### src/rtl/rx_cmd_decoder_pkg.sv
// Shared UART system definitions: command codes, decoder state encoding and
// the helper that says which states are guarded by the inter-byte timeout.
package rx_cmd_decoder_pkg;

  localparam logic [7:0] CMD_WR = 8'hAA;
  localparam logic [7:0] CMD_RD = 8'hBB;

  typedef enum logic [2:0] {
    ST_IDLE    = 3'd0,
    ST_WR_ADDR = 3'd1,
    ST_WR_DATA = 3'd2,
    ST_RD_ADDR = 3'd3,
    ST_RD_WAIT = 3'd4,
    ST_TX_SEND = 3'd5
  } state_e;

  // TX_SEND waits on the transmitter indefinitely, so it is not timed.
  function automatic logic is_timed(input state_e s);
    return s inside {ST_WR_ADDR, ST_WR_DATA, ST_RD_ADDR, ST_RD_WAIT};
  endfunction

endpackage

### src/rtl/rx_timeout_cnt.sv
// Saturating idle-cycle counter; flags expiry once it has counted
// TIMEOUT_CYC-1 enabled cycles since the last clear.
module rx_timeout_cnt #(
  parameter int TIMEOUT_CYC = 1024
) (
  input  logic i_clk,
  input  logic i_rst,
  input  logic i_en,
  input  logic i_clr,
  output logic o_expired
);

  localparam int CW = (TIMEOUT_CYC > 1) ? $clog2(TIMEOUT_CYC) : 1;
  localparam logic [CW-1:0] LAST = CW'(TIMEOUT_CYC - 1);

  logic [CW-1:0] r_cnt;

  // NOTE: sequential state uses non-blocking assignments so every flop samples pre-edge values.
  always_ff @(posedge i_clk) begin
    if (i_rst) begin
      r_cnt <= '0;
    end else if (i_clr) begin
      r_cnt <= '0;
    end else if (i_en && (r_cnt != LAST)) begin
      r_cnt <= r_cnt + 1'b1;
    end
  end

  // Saturation keeps expiry asserted if a dropped byte blocks the abort.
  assign o_expired = i_en && (r_cnt == LAST);

endmodule

### src/rtl/rx_cmd_decoder.sv
// Decodes UART command frames (write: AA addr data, read: BB addr) into
// register-file strobes and returns read data to the transmitter.
module rx_cmd_decoder
  import rx_cmd_decoder_pkg::*;
#(
  parameter int DATA_WIDTH  = 8,
  parameter int ADDR_WIDTH  = 4,
  parameter int TIMEOUT_CYC = 1024
) (
  input  logic                  CLK,
  input  logic                  RST,
  input  logic [DATA_WIDTH-1:0] RX_P_DATA,
  input  logic                  RX_D_VLD,
  output logic [ADDR_WIDTH-1:0] Address,
  output logic                  WrEn,
  output logic [DATA_WIDTH-1:0] WrData,
  output logic                  RdEn,
  input  logic [DATA_WIDTH-1:0] RdData,
  input  logic                  RdData_Valid,
  output logic [DATA_WIDTH-1:0] TX_P_DATA,
  output logic                  TX_D_VLD,
  input  logic                  TX_Busy,
  output logic                  Cmd_Err,
  output logic                  Frame_Err,
  output logic                  Drop
);

  state_e                r_state, w_state_nxt;
  logic [ADDR_WIDTH-1:0] w_addr_nxt;
  logic [DATA_WIDTH-1:0] w_wrdata_nxt, w_txdata_nxt;
  logic                  w_txvld_nxt, w_wren_nxt, w_rden_nxt;
  logic                  w_cmderr_nxt, w_frmerr_nxt, w_drop_nxt;
  logic                  w_accept, w_expired, w_timeout, w_cnt_clr;

  // A byte or read data arriving on the expiry cycle takes precedence.
  assign w_timeout = w_expired && !RX_D_VLD && !(RdData_Valid && (r_state == ST_RD_WAIT));
  assign w_cnt_clr = w_accept || ((w_state_nxt != r_state) && (w_state_nxt != ST_IDLE));

  rx_timeout_cnt #(.TIMEOUT_CYC(TIMEOUT_CYC)) u_timeout (
    .i_clk     (CLK),
    .i_rst     (RST),
    .i_en      (is_timed(r_state)),
    .i_clr     (w_cnt_clr),
    .o_expired (w_expired)
  );

  // NOTE: every variable gets a default first so no path through the case infers a latch.
  always_comb begin
    w_state_nxt  = r_state;
    w_addr_nxt   = Address;
    w_wrdata_nxt = WrData;
    w_txdata_nxt = TX_P_DATA;
    w_txvld_nxt  = TX_D_VLD;
    w_wren_nxt   = 1'b0;
    w_rden_nxt   = 1'b0;
    w_cmderr_nxt = 1'b0;
    w_frmerr_nxt = 1'b0;
    w_drop_nxt   = 1'b0;
    w_accept     = 1'b0;

    unique case (r_state)
      ST_IDLE: if (RX_D_VLD) begin
        w_accept = 1'b1;
        if (RX_P_DATA == DATA_WIDTH'(CMD_WR))      w_state_nxt = ST_WR_ADDR;
        else if (RX_P_DATA == DATA_WIDTH'(CMD_RD)) w_state_nxt = ST_RD_ADDR;
        else                                       w_cmderr_nxt = 1'b1;
      end
      ST_WR_ADDR, ST_RD_ADDR: if (RX_D_VLD) begin
        w_accept    = 1'b1;
        w_addr_nxt  = RX_P_DATA[ADDR_WIDTH-1:0];
        w_rden_nxt  = (r_state == ST_RD_ADDR);
        w_state_nxt = (r_state == ST_RD_ADDR) ? ST_RD_WAIT : ST_WR_DATA;
      end else if (w_timeout) begin
        w_frmerr_nxt = 1'b1;
        w_state_nxt  = ST_IDLE;
      end
      ST_WR_DATA: if (RX_D_VLD) begin
        w_accept     = 1'b1;
        w_wrdata_nxt = RX_P_DATA;
        w_wren_nxt   = 1'b1;
        w_state_nxt  = ST_IDLE;
      end else if (w_timeout) begin
        w_frmerr_nxt = 1'b1;
        w_state_nxt  = ST_IDLE;
      end
      ST_RD_WAIT: begin
        w_drop_nxt = RX_D_VLD;
        if (RdData_Valid) begin
          w_txdata_nxt = RdData;
          w_txvld_nxt  = 1'b1;
          w_state_nxt  = ST_TX_SEND;
        end else if (w_timeout) begin
          w_frmerr_nxt = 1'b1;
          w_state_nxt  = ST_IDLE;
        end
      end
      ST_TX_SEND: begin
        w_drop_nxt = RX_D_VLD;
        if (TX_D_VLD && !TX_Busy) begin
          w_txvld_nxt = 1'b0;
          w_state_nxt = ST_IDLE;
        end
      end
      default: w_state_nxt = ST_IDLE;
    endcase
  end

  always_ff @(posedge CLK) begin
    if (RST) begin
      r_state   <= ST_IDLE;
      Address   <= '0;
      WrData    <= '0;
      TX_P_DATA <= '0;
      TX_D_VLD  <= 1'b0;
      WrEn      <= 1'b0;
      RdEn      <= 1'b0;
      Cmd_Err   <= 1'b0;
      Frame_Err <= 1'b0;
      Drop      <= 1'b0;
    end else begin
      r_state   <= w_state_nxt;
      Address   <= w_addr_nxt;
      WrData    <= w_wrdata_nxt;
      TX_P_DATA <= w_txdata_nxt;
      TX_D_VLD  <= w_txvld_nxt;
      WrEn      <= w_wren_nxt;
      RdEn      <= w_rden_nxt;
      Cmd_Err   <= w_cmderr_nxt;
      Frame_Err <= w_frmerr_nxt;
      Drop      <= w_drop_nxt;
    end
  end

endmodule
### config.mk
export PLATFORM = sky130hd
export DESIGN_NAME = rx_cmd_decoder
export DESIGN_NICKNAME = d
export VERILOG_FILES = /design/src/rtl/rx_cmd_decoder_pkg.sv /design/src/rtl/rx_timeout_cnt.sv /design/src/rtl/rx_cmd_decoder.sv
export SDC_FILE = /design/constraint.sdc
export NUM_CORES = 1
export LEC_CHECK = 0
export ABC_AREA = 1
export BUFFER_PORTS_ARGS = -buffer_cell sky130_fd_sc_hd__buf_2
export CAP_MARGIN = 20
export CORE_MARGIN = 4
export CORE_UTILIZATION = 50
export CTS_BUF_LIST = sky130_fd_sc_hd__clkbuf_8
export CTS_CLUSTER_DIAMETER = 80
export DETAILED_ROUTE_END_ITERATION = 10
export PLACE_DENSITY = 0.73
export SYNTH_ARGS = -nofsm -noshare
export SYNTH_HDL_FRONTEND = slang
export SYNTH_SLANG_ARGS = --single-unit
### constraint.sdc
create_clock -name CLK -period 5 [get_ports CLK]
set_input_delay 1 -clock CLK [delete_from_list [all_inputs] [get_ports CLK]]
set_output_delay 1 -clock CLK [all_outputs]
set_load 0.01 [all_outputs]
==> run summary <==
status = complete, no violations
area growth from synthesis to layout = 20.71%
DIE HEIGHT = 68.40 um
highest clock rate = 463.8 MHz
worst vdd ir = 0.0001810 V
layout cells sized above 1 = 32.40%
Crit Reg-Reg Startpoint = u_timeout.r_cnt[0]
Synth Warn # = 0
CTS Sinks = 39
Slew HR = 54.26%
drt first pass iters = 4
routed wire length per instance = 11.03 um
reg-to-reg slack, setup = 3.14 ns
# nets final = 308
shortest period the worst path allows = 2.156 ns
CTS tree = done
setup TNS = 0 ns
reg2reg end = u_timeout.r_cnt[6]
CTS H-tree depth = 2
Post-synth top cells = dfxtp_1 (39), nand2_1 (39), nor2_1 (28)
drt total wl = 3673 um
CP Capture Type = flop
Cell Area, Placed = 2085 sq um
skew final = 0.009652 ns
# diodes = 0
worst-case hold slack = 0.4637 ns
area of the core = 3442 sq um
max-slew violations = 0
fin worst setup slack = 2.844 ns
dpl cells = 325
gr usage total = 17.45%
RSZ-0062 raised after global routing = false
top-area cell type share of the netlist area = 42.80%
post-synthesis register bit count = 39
WHS Endpoint = TX_P_DATA[4]
Worst Path Arrival = 2.34 ns
final cycle utilization of the critical path = 43.12%
Residual DRC = 0
Die X = 68.40 um
Synthesized Nets = 260
hold path cells = 2
Clock Pin Slew Worst Setup and Hold Paths = 0.07 ns
top cells by area, synth = dfxtp_1 (43%), nand2_1 (8.0%), nor2_1 (5.8%)
initial antenna violation count = 0
top_reg_cell synth = dfxtp_1
Worst Setup Start Kind = input port
area leader, netlist = dfxtp_1
max cap viols = 0
vias in the first global route = 1440
Port Buffer Count = 46
CP Max Fanout = 10
Detailed Route Iter0 Violations = 71
worst slack at placement = 2.537 ns
async set or reset register ratio after synthesis = 0%
starting density of the core = 53.00%
first-pass GRT wire length = 6189 um
Cell Count, Final, Fillers Out = 333
Syn Inst Count = 238
final hold violations = 0
Vias = 1581
global route overflow = 0
leakage = 0.001062 uW
I/O pin count = 47
Hold Crit Start = TX_P_DATA[4]
# hold bufs at CTS = 0
EDFF count, synth = 0
GRT busiest layer = met2
number of setup buffers added after CTS = 0
Crit Path Class = input port to flop
Final Cell Area = 2202 sq um
clock root cell = clkbuf_8
HP Class = flop to flop
pin count of the biggest net entering global routing = 16
drt via density = 4.748
Netlist cell types = 31
area of the mapped netlist = 1824 sq um
ANT nets after route = 0
Seq/Total Area, Yosys = 42.80%
synthesized area per cell = 7.665 sq um
CP Data Required Time = 5.19 ns
Placer Congestion = 0.8528
met2 usage = 27.65%
Num CTS Buffers = 5
Slew @ Worst Pin = 0.6836 ns
DP HPWL = 2790 um
Power Density = 293.9 nW/um^2
FP Rows = 21
Reg2Reg Depth = 13
Global Route met1 Usage = 22.75%
final number of setup-violating endpoints = 0
DIE AREA = 4679 sq um
clock latency on the worst-skew pair = 0.30 ns
CTS max path bufs = 2
CP startpoint = RX_D_VLD
GR Util met3 = 4.105%
# resized after CTS = 0
[registers in the layout, indices dropped and copies added, names as in the netlist]
name             flops
Cmd_Err              1
r_state              3
WrEn                 1
RdEn                 1
TX_D_VLD             1
WrData               8
u_timeout.r_cnt     10
Drop                 1
Address              4
TX_P_DATA            8
Frame_Err            1
[stage by stage]
step                power (uW)  util, %
global placement         382.7    60.56
finish                   647.1    63.98
detailed placement       383.7    60.56
global route             672.1    63.98
floorplan                363.3        -
CTS                      654.8    63.98
[critical path: stages]
cell and delay [ns]:
buf_2 0.12, bufinv_8 0.20, nor2_2 0.25, inv_2 0.08, nor2_1 0.13, inv_1 0.08, nand3_1 0.10, nor2_1 0.06
nand2_2 0.07, nand2_2 0.06, nand2_4 0.16, nor2_2 0.04
[layout by cell type (no fill, tap or decap), types with 2 or more instances in the layout]
cell type / instances
clkbuf_8: 6
buf_2: 46
nor2_2: 14
nand2_2: 7
nand3_1: 14
xnor2_1: 3
nor2_1: 28
xor2_1: 6
o21ai_0: 14
nand2_1: 39
nand2_4: 2
a21oi_1: 18
inv_2: 8
nand3_4: 2
inv_1: 21
nand4_1: 3
nand3_2: 2
nor3_1: 3
dfxtp_1: 39
[cell families (layout without fill, tap and decap cells)]
group	after synthesis	count (layout)	synth area share, %
multiplexers	1	1	0.5487
flip-flops	39	39	42.80
AO/OA/AOI/OAI	35	35	9.877
AND/OR/NAND/NOR	118	118	33.33
buffers and inverters	35	84	8.436
adder cells (fa/ha/maj)	1	1	0.6858
XOR/XNOR	9	9	4.321
[how the worst max path moves through the flow]
stage,cells past startpoint,slack [ns],endpoint
after global routing,13,2.69,u_timeout.r_cnt[7]
after global placement,12,2.56,u_timeout.r_cnt[1]
after CTS,12,2.85,u_timeout.r_cnt[6]
after detailed placement,12,2.54,u_timeout.r_cnt[6]
final,12,2.84,u_timeout.r_cnt[6]
after floorplan,14,2.83,u_timeout.r_cnt[0]
[power by group]
part	switching (uW)	internal, uW	leakage, uW
clock network	109	161	0.0000612
logic	34.5	21.9	0.000686
registers	3.78	316	0.000315
[final cells by class]
cell class | count | area, sq um
clock inverter | 2 | 35.03
clock buffer | 6 | 82.58
multi-input combinational | 164 | 889.6
tap | 46 | 57.56
fill | 307 | 1240
timing repair buffer | 46 | 230.2
sequential | 39 | 780.7
inverter | 30 | 126.4
[layer usage]
metal	share of wire, %	vias to the layer above
li1	-	853
met1	50	674
met2	42	50
met3	7.2	4
met4	0.90	0
met5	0	-
(Power assumes the default switching activity.)
